===== config.mk =====
export PLATFORM = sky130hd
export DESIGN_NAME = square_energy_gate_flat
export DESIGN_NICKNAME = d
export VERILOG_FILES = /design/src/rtl/square_energy_gate_if.sv /design/src/rtl/square_energy_gate.sv /design/src/flat_wrapper.sv
export SDC_FILE = /design/constraint.sdc
export NUM_CORES = 1
export LEC_CHECK = 0
export ABC_AREA = 1
export CAP_MARGIN = 5
export CORE_ASPECT_RATIO = 2
export CORE_UTILIZATION = 45
export CTS_CLUSTER_SIZE = 8
export DETAILED_ROUTE_END_ITERATION = 16
export GPL_TIMING_DRIVEN = 1
export PLACE_DENSITY_LB_ADDON = 0.05
export SYNTH_ARGS = -nofsm -noshare
export SYNTH_HDL_FRONTEND = slang
export SYNTH_SLANG_ARGS = --single-unit

===== constraint.sdc =====
create_clock -name clk -period 2.8 [get_ports clk]
set_input_delay 0.28 -clock clk [delete_from_list [all_inputs] [get_ports clk]]
set_output_delay 0.28 -clock clk [all_outputs]
set_load 0.01 [all_outputs]

===== src/rtl/square_energy_gate_if.sv =====
// Bus between the squaring multiplier/cutter side and square_energy_gate:
// the squared sample stream and controls in, window energy and gate status out.
interface square_energy_gate_if #(
    parameter int OP_WIDTH   = 16,
    parameter int WINDOW_LEN = 64
);
    localparam int RES_WIDTH = 2 * OP_WIDTH;
    localparam int CNT_W     = $clog2(WINDOW_LEN);
    localparam int ACC_WIDTH = RES_WIDTH + CNT_W;

    logic                 sq_valid;
    logic [RES_WIDTH-1:0] sq_data;
    logic [ACC_WIDTH-1:0] threshold;
    logic                 clear;
    logic [ACC_WIDTH-1:0] energy;
    logic                 energy_valid;
    logic                 over_thresh;
    logic                 active;
    logic [CNT_W-1:0]     window_cnt;

    modport master (
        output sq_valid, sq_data, threshold, clear,
        input  energy, energy_valid, over_thresh, active, window_cnt
    );

    modport slave (
        input  sq_valid, sq_data, threshold, clear,
        output energy, energy_valid, over_thresh, active, window_cnt
    );
endinterface


===== src/rtl/square_energy_gate.sv =====
// Non-overlapping window energy of squared samples, strict threshold compare,
// and an ON/OFF hysteresis gate driving the cutter's segment-active signal.
module square_energy_gate #(
    parameter int OP_WIDTH    = 16,
    parameter int WINDOW_LEN  = 64,
    parameter int ON_WINDOWS  = 2,
    parameter int OFF_WINDOWS = 3
) (
    input  logic                  clk,
    input  logic                  rst_n,
    square_energy_gate_if.slave   bus
);
    localparam int RES_WIDTH = 2 * OP_WIDTH;
    localparam int CNT_W     = $clog2(WINDOW_LEN);
    localparam int ACC_WIDTH = RES_WIDTH + CNT_W;
    localparam int RUN_MAX   = (ON_WINDOWS > OFF_WINDOWS) ? ON_WINDOWS : OFF_WINDOWS;
    localparam int RUN_W     = $clog2(RUN_MAX + 1);

    localparam logic [CNT_W-1:0] LAST_CNT = CNT_W'(WINDOW_LEN - 1);
    localparam logic [RUN_W-1:0] ON_RUN   = RUN_W'(ON_WINDOWS);
    localparam logic [RUN_W-1:0] OFF_RUN  = RUN_W'(OFF_WINDOWS);

    typedef enum logic [1:0] {
        QUIET   = 2'd0,
        RISING  = 2'd1,
        ACTIVE  = 2'd2,
        FALLING = 2'd3
    } state_t;

    logic [ACC_WIDTH-1:0] acc_q, acc_d;
    logic [CNT_W-1:0]     window_cnt_q, window_cnt_d;
    logic [ACC_WIDTH-1:0] energy_q, energy_d;
    logic                 energy_valid_q, energy_valid_d;
    logic                 over_thresh_q, over_thresh_d;
    state_t               state_q, state_d;
    logic [RUN_W-1:0]     run_q, run_d;
    logic                 active_q, active_d;

    logic [ACC_WIDTH-1:0] sum;
    logic [RUN_W-1:0]     run_inc;

    assign sum     = acc_q + ACC_WIDTH'(bus.sq_data);
    assign run_inc = run_q + RUN_W'(1);

    // Window accumulation; clear dominates a coincident close.
    always_comb begin
        acc_d          = acc_q;
        window_cnt_d   = window_cnt_q;
        energy_d       = energy_q;
        over_thresh_d  = over_thresh_q;
        energy_valid_d = 1'b0;
        if (bus.clear) begin
            acc_d        = '0;
            window_cnt_d = '0;
        end else if (bus.sq_valid) begin
            if (window_cnt_q == LAST_CNT) begin
                energy_d       = sum;
                over_thresh_d  = (sum > bus.threshold);
                energy_valid_d = 1'b1;
                acc_d          = '0;
                window_cnt_d   = '0;
            end else begin
                acc_d        = sum;
                window_cnt_d = window_cnt_q + CNT_W'(1);
            end
        end
    end

    // Hysteresis acts on the registered window result, so active lags energy_valid by one cycle.
    always_comb begin
        state_d  = state_q;
        run_d    = run_q;
        active_d = active_q;
        if (energy_valid_q) begin
            unique case (state_q)
                QUIET: begin
                    if (over_thresh_q) begin
                        if (ON_RUN == RUN_W'(1)) begin
                            state_d  = ACTIVE;
                            run_d    = '0;
                            active_d = 1'b1;
                        end else begin
                            state_d = RISING;
                            run_d   = RUN_W'(1);
                        end
                    end else begin
                        run_d = '0;
                    end
                end
                RISING: begin
                    if (over_thresh_q) begin
                        if (run_inc >= ON_RUN) begin
                            state_d  = ACTIVE;
                            run_d    = '0;
                            active_d = 1'b1;
                        end else begin
                            run_d = run_inc;
                        end
                    end else begin
                        state_d = QUIET;
                        run_d   = '0;
                    end
                end
                ACTIVE: begin
                    if (!over_thresh_q) begin
                        if (OFF_RUN == RUN_W'(1)) begin
                            state_d  = QUIET;
                            run_d    = '0;
                            active_d = 1'b0;
                        end else begin
                            state_d = FALLING;
                            run_d   = RUN_W'(1);
                        end
                    end else begin
                        run_d = '0;
                    end
                end
                FALLING: begin
                    if (!over_thresh_q) begin
                        if (run_inc >= OFF_RUN) begin
                            state_d  = QUIET;
                            run_d    = '0;
                            active_d = 1'b0;
                        end else begin
                            run_d = run_inc;
                        end
                    end else begin
                        state_d = ACTIVE;
                        run_d   = '0;
                    end
                end
                default: begin
                    state_d  = QUIET;
                    run_d    = '0;
                    active_d = 1'b0;
                end
            endcase
        end
    end

    always_ff @(posedge clk) begin
        if (rst_n) begin
            acc_q          <= '0;
            window_cnt_q   <= '0;
            energy_q       <= '0;
            energy_valid_q <= 1'b0;
            over_thresh_q  <= 1'b0;
            state_q        <= QUIET;
            run_q          <= '0;
            active_q       <= 1'b0;
        end else begin
            acc_q          <= acc_d;
            window_cnt_q   <= window_cnt_d;
            energy_q       <= energy_d;
            energy_valid_q <= energy_valid_d;
            over_thresh_q  <= over_thresh_d;
            state_q        <= state_d;
            run_q          <= run_d;
            active_q       <= active_d;
        end
    end

    assign bus.energy       = energy_q;
    assign bus.energy_valid = energy_valid_q;
    assign bus.over_thresh  = over_thresh_q;
    assign bus.active       = active_q;
    assign bus.window_cnt   = window_cnt_q;

endmodule


===== src/flat_wrapper.sv =====
// flat-port wrapper written by rule: the top's interface ports become plain ports
module square_energy_gate_flat 
#(
    parameter int OP_WIDTH    = 16,
    parameter int WINDOW_LEN  = 64,
    parameter int ON_WINDOWS  = 2,
    parameter int OFF_WINDOWS = 3
)
  (clk, rst_n, bus_sq_valid, bus_sq_data, bus_threshold, bus_clear, bus_energy, bus_energy_valid, bus_over_thresh, bus_active, bus_window_cnt);
  square_energy_gate_if #(.OP_WIDTH(OP_WIDTH), .WINDOW_LEN(WINDOW_LEN)) bus_i ();
  input  logic clk;
  input  logic rst_n;
  input wire logic [$bits(bus_i.sq_valid)-1:0] bus_sq_valid;
  input wire logic [$bits(bus_i.sq_data)-1:0] bus_sq_data;
  input wire logic [$bits(bus_i.threshold)-1:0] bus_threshold;
  input wire logic [$bits(bus_i.clear)-1:0] bus_clear;
  output wire logic [$bits(bus_i.energy)-1:0] bus_energy;
  output wire logic [$bits(bus_i.energy_valid)-1:0] bus_energy_valid;
  output wire logic [$bits(bus_i.over_thresh)-1:0] bus_over_thresh;
  output wire logic [$bits(bus_i.active)-1:0] bus_active;
  output wire logic [$bits(bus_i.window_cnt)-1:0] bus_window_cnt;
  assign bus_i.sq_valid = bus_sq_valid;
  assign bus_i.sq_data = bus_sq_data;
  assign bus_i.threshold = bus_threshold;
  assign bus_i.clear = bus_clear;
  assign bus_energy = bus_i.energy;
  assign bus_energy_valid = bus_i.energy_valid;
  assign bus_over_thresh = bus_i.over_thresh;
  assign bus_active = bus_i.active;
  assign bus_window_cnt = bus_i.window_cnt;
  square_energy_gate #(.OP_WIDTH(OP_WIDTH), .WINDOW_LEN(WINDOW_LEN), .ON_WINDOWS(ON_WINDOWS), .OFF_WINDOWS(OFF_WINDOWS)) u_core (.clk(clk), .rst_n(rst_n), .bus(bus_i));
endmodule

Word level (Yosys, flattened, before mapping)
Index checks and enable logic that the tools add are counted.
{ "classes": {"n_addsub": 3, "magnitude_cmp": 3, "n_eq_ne": 12, "muxes": 22, "bitwise_logic": 2, "n_reduce_logical": 7} }
{ "op_table": {"columns": ["operator", "n"], "rows": [
  ["38-bit by 32-bit adder with 38-bit output", 1],
  ["38-bit greater-than comparator", 1],
  ["38-bit 2-to-1 mux", 1],
  ["2-bit 2-to-1 mux", 10],
  ["2-bit case mux with 4 select lines", 2],
  ["2-bit by 1-bit != test with 1-bit output (second input constant)", 4],
  ["1-bit 2-to-1 mux", 7],
  ["6-bit by 1-bit adder with 6-bit output (second input constant)", 1],
  ["6-bit == test (second input constant)", 1],
  ["6-bit 2-to-1 mux", 1],
  ["6-bit AND reduction", 1],
  ["5-bit AND reduction", 1],
  ["2-bit == test (second input constant)", 2],
  ["2-bit >= comparator (second input constant)", 2],
  ["2-bit != test (second input constant)", 2],
  ["3-bit by 1-bit != test with 1-bit output (second input constant)", 1],
  ["3-bit != test (second input constant)", 1],
  ["3-bit AND reduction", 1],
  ["3-bit OR reduction", 1],
  ["2-bit by 1-bit adder with 2-bit output (second input constant)", 1],
  ["2-bit by 1-bit == test with 1-bit output (second input constant)", 1],
  ["2-bit logical NOT", 1],
  ["1-bit inverter", 2],
  ["1-bit case mux with 2 select lines", 1],
  ["other kinds (2)", 2]
]} }
{ "word_totals": {"register_bits": 89} }

Depth between registers and ports, before layout
Gate-level depths: netlist of run 1.
{ "depth": {"word_depth": 5, "depth_mapped": 23, "ltp_nobuf": 23} }

Worst setup path after synthesis of run 1
OpenSTA, ideal clock, no wires.
{ "synth_timing": {"kind": "reg-to-reg", "start": "register u_core.acc_q[0]", "end": "register u_core.over_thresh_q (netlist: u_core.bus.over_thresh)", "arrival_ns": 2.660, "required_time_ns": 2.730, "setup_slack_ns": 0.071, "stages_incl_launch_ff": 22, "path_buffers": 0, "path_cell_list": "dfxtp_1 -> ha_1 -> fa_1 -> nand3_1 -> nand3_2 -> nand2_1 -> nand2_1 -> nand3b_1 -> nand2_2 -> nand2_1 -> nand2_1 -> nand2_1 -> nand2_1 -> ha_1 -> nand2_1 -> nor3_1 -> nand2_1 -> nor2_1 -> nand3_1 -> nand3_1 -> nand2_1 -> a21oi_1"} }
{ "synth_via": {"elab_chain_cells": 2} }
{ "synth_lines": {"columns": ["item", "line_no", "source"], "rows": [
  ["start: declaration", "square_energy_gate.sv:30", "logic [ACC_WIDTH-1:0] acc_q, acc_d;"],
  ["start signal: assignment", "square_energy_gate.sv:143", "acc_q <= '0;"],
  ["start signal: assignment", "square_energy_gate.sv:152", "acc_q <= acc_d;"],
  ["38-bit by 32-bit adder with 38-bit output", "square_energy_gate.sv:42", "assign sum = acc_q + ACC_WIDTH'(bus.sq_data);"],
  ["net u_core.sum[32]", "square_energy_gate.sv:39", "logic [ACC_WIDTH-1:0] sum;"],
  ["38-bit greater-than comparator", "square_energy_gate.sv:58", "over_thresh_d = (sum > bus.threshold);"],
  ["end signal: assignment", "square_energy_gate.sv:156", "over_thresh_q <= over_thresh_d;"],
  ["end: declaration", "square_energy_gate.sv:34", "logic over_thresh_q, over_thresh_d;"]
]} }
The timed path passes the listed nets, and every way through them passes these cells.
A chain may end at the register's enable or synchronous reset.

Worst setup path in the final report of run 1
{ "layout_timing": {"start": "register u_core.acc_q[15]", "end": "register u_core.over_thresh_q (netlist: u_core.bus.over_thresh)"} }
The elaborated chain is that of the path after synthesis.

==> run_results.csv, run 1 <==
group,metric,value,unit
synth,synth_cells,1142,
synth,syn_area_per_cell,6.281,um^2
critical_path,worstPathRequired,3.04,ns
finish,drive_gt1_share,29.69,%
sta,max_freq,336.4,MHz
sta,worst_slew_pin_slew,0.4924,ns
global_routing,grt_pass1_vias,8240,
synth,synth_seq_area_share,24.84,%
synth,netlist_top_cells_count,"nand2_1 (333), inv_1 (194), dfxtp_1 (89)",
job,drv_cap,0,
synth,synth.cell_area,7173,um^2
synth,yosys_warnings,0,
floorplanning,core_area,15700,um^2
critical_path,path_cells,"ha_4 -> nand2_2 -> buf_4 -> nor2_2 -> inv_1 -> nor3_2 -> nand2_2 -> nand2_4 -> buf_4 -> xor2_4 -> ha_4 -> nand2_1 -> inv_1 -> o21ai_2 -> a21oi_2 -> nor2_2 -> nand2_1 -> nand2_1 -> nand3_1 -> nand2_1 -> a21oi_1",
finish,finish.utilization,71.52,%
placed_design,io_buffer_count,120,
critical_path,crit_type,"reg -> reg",
finish,nNetsFinal,1562,
global_routing,grt_max_degree,41,
critical_path,cp-start-kind,"register",
placed_design,dp_slack,-0.8334,ns
clock_network,cts_buffers,9,
sta,postLayoutSetupSlackWorst,-0.1726,ns
outcome,status,"complete, but fails checks",
floorplanning,start_util,45.70,%
synth,synth-async-reset-ratio,0,%
sta,maxSlewViolCount,0,
synth,ys_types,38,
finish,diodes,0,
synth,synth.area.top_cells,"dfxtp_1 (25%), nand2_1 (17%), ha_1 (13%)",
power_and_ir_drop,max-vdd-ir-drop,0.2983,mV
global_routing,grtUsageTotal,30.91,%
power_and_ir_drop,comb_power_share,32.8,%
global_routing,overflow,0,
detailed_routing,wire_per_inst,15.99,um
detailed_routing,drc_errors,0,
placed_design,place_inst,1585,
power_and_ir_drop,power_density,354.6,nW/um^2
critical_path,cpPeakStageDelay,0.34,ns
clock_network,clkTransAtPathRegs,0.07,ns
sta,slew-limit-headroom,67.17,%
synth,yosysTopAreaCellShare,24.84,%
hold_path,hp-class,"reg -> reg",
global_routing,antenna_found_initial,0,
sta,fin_tns_setup,-0.1726,ns
detailed_routing,wirelength,25900,um
synth,yosysTopAreaCell,"dfxtp_1",
synth,synth_flop_cell,"dfxtp_1",
synth,ys_ff_latch,89,
power_and_ir_drop,p_sw,1.255,mW
floorplanning,io_pins,121,
power_and_ir_drop,sw_frac_of_total,31.53,%
critical_path,cpMostUsedCell,"nand2_1",
floorplanning,rows,65,
power_and_ir_drop,p_leak,5.718,nW
clock_network,root_buffer,"clkbuf_16",
critical_path,crit_arrival,3.21,ns
placed_design,detailedPlacementHpwl,19680,um
clock_network,tritoncts,"done",
placed_design,gp_congestion,0.9564,
finish,stdcell_count,1619,
sta,setup-violations-final,1,
detailed_routing,dr.first_iter.drc_count,224,
power_and_ir_drop,pwr-share-seq,32.9,%
synth,yosysMostFrequentCell,"nand2_1",
critical_path,cp_slowest_cell,"dfxtp_2",
global_routing,grt_pass1_wl,39270,um
critical_path,cp_max_fo,4,
detailed_routing,drtAntennaViolNets,0,
clock_network,htreeDepth,3,
floorplanning,die_area,16480,um^2
synth,synthesis.nets,1291,
sta,rsz0062_at_grt,"yes",
clock_network,cts.sinks,89,
clock_network,cts_max_path_buffers,2,
floorplanning,die_height,180.6,um
detailed_routing,via_per_inst,5.119,
clock_network,insertion_delay,0.36,ns
detailed_routing,num_vias,8288,
detailed_routing,drt_first_pass_iters,7,
sta,skew,0.009445,ns
sta,finalHoldViolCount,0,
finish,flow.area_growth_from_synthesis,56.50,%
power_and_ir_drop,p_int,2.725,mW
outcome,violations,"setup timing",
sta,hold_slack,0.4600,ns
floorplanning,die_w,91.28,um
critical_path,critPathCaptureType,"register",
synth,synth-edff-count,0,
power_and_ir_drop,pwr-share-clk,34.3,%
sta,period_minus_slack,2.973,ns
sta,fin_crit_sh,106.2,%
==> final timing paths <==
| kind | slack, ns | depth (start not counted) | start | end |
|---|---|---|---|---|
| worst max-delay path | -0.17 | 21 | u_core.acc_q[15] | u_core.bus.over_thresh |
| worst min-delay path | 0.46 | 2 | u_core.bus.active | u_core.bus.active |
| worst max register to register | -0.17 | 21 | u_core.acc_q[15] | u_core.bus.over_thresh |
| worst min register to register | 0.46 | 2 | u_core.bus.active | u_core.bus.active |
==> layout make-up <==
type / instances / area, um^2
clock buffers: 12 / 246.5
clock inverters: 4 / 76.32
fillers: 1404 / 4471
inverters: 197 / 739.5
multi-input cells: 831 / 5603
flip-flops and latches: 89 / 1807
well taps: 201 / 251.5
repair buffers: 285 / 2502
==> registers in the layout, summed over array words and instances (netlist names), named ones only <==
signal / flops
u_core.bus.energy_valid: 1
u_core.bus.over_thresh: 1
u_core.bus.active: 1
u_core.bus.window_cnt: 6
u_core.acc_q: 38
u_core.bus.energy: 38
u_core.state_q: 1
u_core.run_q: 2
==> per-stage QoR <==
stage | cell area [um^2] | total power, mW
final | 11230 | 3.981
after global routing | 11230 | 4.169
after CTS | 10340 | 3.838
after detailed placement | 9641 | 2.397
after global placement | 9641 | 2.386
after floorplan | 7173 | 1.851
==> power groups by stage <==
stage | sequential (mW) | clock [mW] | combinational, mW
floorplan | 1.33 | 0 | 0.526
global placement | 1.33 | 0 | 1.06
detailed placement | 1.33 | 0 | 1.07
CTS | 1.30 | 1.39 | 1.14
global route | 1.31 | 1.44 | 1.42
finish | 1.31 | 1.36 | 1.31
==> cell usage in the layout (no fill, tap or decap), types with 7 or more instances in the layout <==
master and instances:
a21oi_1 72, a21oi_2 20, buf_4 159, clkbuf_16 9
clkdlybuf4s50_1 97, dfxtp_1 71, dfxtp_2 17, dlygate4sd2_1 7
dlymetal6s2s_1 16, ha_1 35, ha_4 37, inv_1 189
inv_2 8, nand2_1 262, nand2_2 71, nand2_4 18
nand3_1 56, nand3_2 12, nand4_1 7, nor2_1 64
nor2_2 20, nor2_4 11, nor3_1 8, o21ai_0 54
o21bai_1 32, xor2_1 11
==> cells by family (layout without fill, tap and decap cells) <==
kind of cell / Yosys count / after routing / share of synthesized area [%]
fa+ha+maj: 75 / 75 / 13.19
xor+xnor: 18 / 18 / 2.826
buf+inv: 222 / 498 / 11.76
compound gates: 190 / 190 / 15.04
simple gates: 548 / 548 / 32.36
flops: 89 / 89 / 24.84
==> layer usage <==
metal  up-vias  share of wire (%)  global-route usage, %
li1       4154                  -                      -
met1      3847                 33                  27.86
met2       192                 57                  61.03
met3        95                2.6                  3.165
met4         0                7.4                  23.37
met5         -                  0                      0
==> what timing repair did <==
item | in CTS | in global routing
pin swaps | 19 | 72
setup endpoints to repair | 1 | 1
buffers inserted | 4 | 15
hold buffers | 0 | 0
gates resized for setup | 65 | 200
==> critical path: cells and delay by family, from the launching register on <==
kind,cells,cell delay (ns)
adder cells (fa/ha/maj),2,0.53
AND/OR/NAND/NOR,11,1.12
buffers and inverters,4,0.42
AO/OA/AOI/OAI,3,0.20
XOR/XNOR,1,0.22
flip-flops,1,0.34
No activity file was read; power rests on OpenSTA's default activity.
==> run 2: changes to the inputs <==
--- a/config.mk
+++ b/config.mk
@@ -12,7 +12,7 @@
 export CTS_CLUSTER_SIZE = 8
 export DETAILED_ROUTE_END_ITERATION = 16
 export GPL_TIMING_DRIVEN = 1
-export PLACE_DENSITY_LB_ADDON = 0.05
+export PLACE_DENSITY = 0.71
 export SYNTH_ARGS = -nofsm -noshare
 export SYNTH_HDL_FRONTEND = slang
 export SYNTH_SLANG_ARGS = --single-unit
==> run_results.csv, run 2 (same netlist as run 1, synthesis figures left out) <==
group,metric,value,unit
critical_path,cpPeakStageDelay,0.35,ns
global_routing,grt_max_degree,43,
detailed_routing,dr.first_iter.drc_count,340,
floorplanning,start_util,45.70,%
clock_network,htreeDepth,3,
critical_path,cp_slowest_cell,"fa_2",
critical_path,crit_type,"reg -> reg",
finish,drive_gt1_share,30.98,%
floorplanning,rows,65,
sta,finalHoldViolCount,0,
power_and_ir_drop,power_density,333.6,nW/um^2
sta,slew-limit-headroom,58.10,%
power_and_ir_drop,max-vdd-ir-drop,0.2969,mV
critical_path,critPathCaptureType,"register",
clock_network,tritoncts,"done",
hold_path,hp-class,"reg -> reg",
clock_network,cts_max_path_buffers,2,
sta,period_minus_slack,2.982,ns
clock_network,cts_buffers,9,
detailed_routing,num_vias,8453,
finish,nNetsFinal,1590,
clock_network,cts.sinks,89,
sta,fin_crit_sh,106.5,%
critical_path,cp_num_buf_inv,6,
detailed_routing,wirelength,26390,um
sta,postLayoutSetupSlackWorst,-0.1818,ns
global_routing,antenna_found_initial,0,
floorplanning,core_area,15700,um^2
sta,rsz0062_at_grt,"yes",
global_routing,overflow,0,
finish,layout.cells.most_common_list,"nand2_1 (273), inv_1 (192), buf_4 (181)",
critical_path,worstPathRequired,3.09,ns
power_and_ir_drop,power,3.843,mW
sta,max_freq,335.4,MHz
power_and_ir_drop,p_leak,5.815,nW
critical_path,critical-path-top-delay-family,"adder cells",
power_and_ir_drop,p_int,2.557,mW
critical_path,cp-start-kind,"register",
clock_network,root_buffer,"clkbuf_16",
floorplanning,die_height,180.6,um
outcome,status,"complete, but fails checks",
floorplanning,io_pins,121,
detailed_routing,drc_errors,0,
floorplanning,die_area,16480,um^2
global_routing,grt_pass1_wl,39630,um
sta,fin_tns_setup,-0.1818,ns
job,drv_cap,0,
power_and_ir_drop,sw_frac_of_total,33.45,%
global_routing,grt_pass1_vias,8354,
critical_path,cpMostUsedCell,"buf_4",
critical_path,crit_arrival,3.27,ns
finish,diodes,0,
placed_design,io_buffer_count,120,
power_and_ir_drop,p_sw,1.286,mW
sta,setup-violations-final,1,
placed_design,place_inst,1609,
detailed_routing,via_per_inst,5.132,
outcome,violations,"setup timing",
finish,final_common_cell,"nand2_1",
finish,stdcell_count,1647,
sta,skew,0.006113,ns
detailed_routing,wire_per_inst,16.02,um
placed_design,detailedPlacementHpwl,19370,um
sta,worst_slew_pin_slew,0.6278,ns
power_and_ir_drop,pwr-share-seq,34.1,%
power_and_ir_drop,pwr-share-clk,29.9,%
detailed_routing,drtAntennaViolNets,0,
clock_network,insertion_delay,0.36,ns
placed_design,gp_congestion,1.015,
global_routing,grtUsageTotal,31.00,%
critical_path,path_cells,"ha_4 -> fa_2 -> nand3_2 -> nand3_4 -> buf_4 -> buf_4 -> buf_4 -> buf_4 -> buf_4 -> buf_4 -> xor2_1 -> ha_1 -> nand2_1 -> o21ai_1 -> nand3_1 -> nand3_1 -> nand2_1 -> a21oi_1",
critical_path,cp_max_fo,4,
sta,maxSlewViolCount,0,
floorplanning,die_w,91.28,um
finish,flow.area_growth_from_synthesis,60.60,%
detailed_routing,drt_first_pass_iters,4,
clock_network,clkTransAtPathRegs,0.07,ns
power_and_ir_drop,comb_power_share,36.0,%
run 2: cell type report:
class	count	area [um^2]
multi-input combinational	831	5723
sequential	89	1807
fill	1259	4177
inverter	197	739.5
clock buffer	9	225.2
tap	201	251.5
timing repair buffer	313	2726
clock inverter	7	47.55
run 2: what timing repair did:
item	in CTS	in global routing
pin swaps	25	82
buffers inserted	14	10
hold buffers	0	0
resized for setup	92	185
endpoints found under the setup margin	1	2
run 2: path summary, 6_finish.rpt:
path	cells after the start	startpoint	endpoint	slack, ns
setup / recovery	18	u_core.acc_q[0]	u_core.bus.over_thresh	-0.18
setup reg to reg	18	u_core.acc_q[0]	u_core.bus.over_thresh	-0.18
hold / removal	2	u_core.bus.active	u_core.bus.active	0.45
hold reg to reg	2	u_core.bus.active	u_core.bus.active	0.45
run 2: stage by stage:
step	setup slack [ns]	area (um^2)	hold WS (ns)	util, %
final	-0.1818	11520	0.4477	73.39
after global routing	-0.3575	11520	0.4787	73.39
after CTS	-0.1909	10680	0.4492	68.04
after detailed placement	-0.9117	9833	0.4387	62.65
after global placement	-0.8917	9833	0.4320	62.65
after floorplan	0.07062	7173	0.3491	-
run 2: metal layers:
layer	vias up	routed length, um	global-route usage [%]
met4	0	1865	22.67
met5	-	0	0
met1	3883	9002	28.88
met3	112	814	3.418
met2	254	14710	60.30
li1	4204	-	-
run 2: power by group through the flow:
| stage | clock, mW | combinational (mW) | sequential (mW) |
|---|---|---|---|
| CTS | 1.17 | 1.20 | 1.31 |
| global route | 1.22 | 1.49 | 1.31 |
| floorplan | 0 | 0.526 | 1.33 |
| finish | 1.15 | 1.38 | 1.31 |
| global placement | 0 | 1.07 | 1.33 |
| detailed placement | 0 | 1.08 | 1.33 |
run 2: worst register-to-register path, cell delays in order (launching register included):
cell and delay [ns]:
dfxtp_2 0.33, ha_4 0.16, fa_2 0.35, nand3_2 0.10, nand3_4 0.09, buf_4 0.14, buf_4 0.12, buf_4 0.12
buf_4 0.12, buf_4 0.12, buf_4 0.12, xor2_1 0.17, ha_1 0.29, nand2_1 0.09, o21ai_1 0.21, nand3_1 0.11
nand3_1 0.09, nand2_1 0.05, a21oi_1 0.12
==> run 3: changes to the inputs <==
--- a/config.mk
+++ b/config.mk
@@ -12,7 +12,7 @@
 export CTS_CLUSTER_SIZE = 8
 export DETAILED_ROUTE_END_ITERATION = 16
 export GPL_TIMING_DRIVEN = 1
-export PLACE_DENSITY = 0.71
+export PLACE_DENSITY = 0.68
 export SYNTH_ARGS = -nofsm -noshare
 export SYNTH_HDL_FRONTEND = slang
 export SYNTH_SLANG_ARGS = --single-unit
==> constraint.sdc (replaced) <==
create_clock -name clk -period 3.64 [get_ports clk]
set_input_delay 0.364 -clock clk [delete_from_list [all_inputs] [get_ports clk]]
set_output_delay 0.364 -clock clk [all_outputs]
set_load 0.01 [all_outputs]
==> run_results.csv, run 3 (same netlist as run 1, synthesis figures left out) <==
group,metric,value,unit
critical_path,startpoint,"bus_sq_data[0]",
power_and_ir_drop,power,2.695,mW
sta,period_minus_slack,3.340,ns
critical_path,crit_type,"in -> reg",
critical_path,worstPathRequired,3.92,ns
detailed_routing,dr.first_iter.drc_count,251,
finish,multi_input_area,4556,um^2
placed_design,detailedPlacementHpwl,18260,um
clock_network,tritoncts,"done",
sta,fin_tns_setup,0,ns
placed_design,place_inst,1512,
floorplanning,rows,65,
sta,fin_crit_sh,91.75,%
critical_path,cp-start-kind,"input pin",
critical_path,r2r-start,"u_core.acc_q[0]",
sta,slew-limit-headroom,40.49,%
placed_design,io_buffer_count,120,
sta,maxSlewViolCount,0,
critical_path,crit_arrival,3.62,ns
clock_network,insertion_delay,0.35,ns
critical_path,cpPeakStageDelay,0.41,ns
finish,final_common_cell,"nand2_1",
detailed_routing,num_vias,7612,
floorplanning,die_area,16480,um^2
critical_path,critical-path-top-delay-family,"simple AND/OR/NAND/NOR gates",
sta,skew,0.008249,ns
job,drv_cap,0,
power_and_ir_drop,p_leak,4.911,nW
outcome,status,"completed",
global_routing,grt_pass1_wl,34710,um
detailed_routing,drc_errors,0,
critical_path,cp_max_fo,4,
sta,worst_slew_pin_slew,0.8927,ns
finish,nFillCells,1601,
sta,rsz0062_at_grt,"no",
detailed_routing,wirelength,22160,um
critical_path,cp_num_buf_inv,2,
detailed_routing,drtAntennaViolNets,0,
floorplanning,die_w,91.28,um
critical_path,cp_slowest_cell,"clkdlybuf4s50_1",
hold_path,hp-class,"reg -> reg",
clock_network,cts_buffers,9,
finish,layout.cells.most_common_list,"nand2_1 (333), inv_1 (193), clkdlybuf4s50_1 (120)",
clock_network,cts_max_path_buffers,2,
clock_network,clkTransAtPathRegs,0.07,ns
detailed_routing,wire_per_inst,14.50,um
finish,diodes,0,
clock_network,root_buffer,"clkbuf_16",
sta,max_freq,299.4,MHz
clock_network,cts.sinks,89,
critical_path,path_cells,"clkdlybuf4s50_1 -> ha_1 -> fa_1 -> nand3_1 -> nand3_2 -> nand4_1 -> nand3_1 -> buf_4 -> nand2_1 -> nand2_1 -> nand2_1 -> nand2_2 -> ha_1 -> nand2_1 -> nor3_2 -> nand2_1 -> nor2_1 -> nand3_1 -> nand3_1 -> nand2_1 -> a21oi_1",
global_routing,grt_pass1_vias,7391,
floorplanning,io_pins,121,
global_routing,antenna_found_initial,0,
clock_network,cts_setup_buffers,0,
global_routing,grtUsageTotal,27.19,%
detailed_routing,via_per_inst,4.982,
finish,drive_gt1_share,10.78,%
sta,hold_slack,0.4528,ns
finish,nNetsFinal,1471,
finish,register_area,1782,um^2
power_and_ir_drop,power_density,287.0,nW/um^2
finish,stdcell_count,1528,
sta,finalHoldViolCount,0,
placed_design,gp_congestion,0.9891,
global_routing,overflow,0,
clock_network,htreeDepth,3,
sta,setup-violations-final,0,
clock_network,cts_hold_buf,0,
floorplanning,start_util,45.70,%
finish,flow.area_growth_from_synthesis,30.93,%
critical_path,cpMostUsedCell,"nand2_1",
power_and_ir_drop,max-vdd-ir-drop,0.2401,mV
clock_network,post_cts_resized,0,
floorplanning,die_height,180.6,um
detailed_routing,drt_first_pass_iters,5,
floorplanning,core_area,15700,um^2
global_routing,grt_max_degree,44,
critical_path,critPathCaptureType,"register",
hold_path,min-delay-start,"u_core.bus.active",
==> run 3: cell count changes in the layout (fill, tap and decap cells not counted), sizes merged <==
cell           previous run  this run
buf                     193        74
inv                     197       196
clkdlybuf4s50            98       120
clkinvlp                  2         0
dlymetal6s2s             11         0
clkbuf                    9        11
dlygate4sd2              11         0
bufinv                    0         1
==> run 3: worst register-to-register path, stage by stage (launching register included) <==
cell and delay, ns:
dfxtp_1 0.32, ha_1 0.22, fa_1 0.41, nand3_1 0.12
nand3_2 0.10, nand4_1 0.13, nand3_1 0.15, buf_4 0.19
nand2_1 0.09, nand2_1 0.07, nand2_1 0.08, nand2_2 0.06
ha_1 0.27, nand2_1 0.10, nor3_2 0.26, nand2_1 0.10
nor2_1 0.14, nand3_1 0.09, nand3_1 0.09, nand2_1 0.05
a21oi_1 0.10
==> run 3: per-stage QoR <==
stage	setup WS [ns]	cell area (um^2)	utilization (%)
2_1_floorplan	0.8291	7173	-
3_3_place_gp	-0.03784	9080	57.85
3_5_place_dp	-0.07631	9080	57.85
4_1_cts	0.2680	9387	59.80
5_1_grt	0.01933	9392	59.83
6_report	0.3003	9392	59.83
==> run 3: per-layer routing <==
metal	up-vias	track usage, %	wire, um
li1	3960	-	-
met1	3430	25.33	7956
met2	163	54.82	12380
met3	59	3.249	628
met4	0	15.49	1198
met5	-	0	0
==> run 3: final timing paths <==
path,endpoint,slack (ns),depth (start not counted)
worst max-delay path,u_core.bus.over_thresh,0.30,21
worst max register to register,u_core.bus.over_thresh,0.43,20
worst min register to register,u_core.bus.active,0.45,2
worst min-delay path,u_core.bus.active,0.45,2
==> run 3: layout make-up <==
class	instances	share of cell area, %
clock inverters	5	0.5729
clock buffers	11	2.691
repair buffers	194	18.70
flip-flops and latches	89	18.97
well taps	201	2.678
inverters	197	7.874
multi-input cells	831	48.51
==> run 3: where the power goes <==
group,switching (mW),internal [mW]
sequential,0.0102,0.990
combinational,0.409,0.315
clock,0.403,0.568
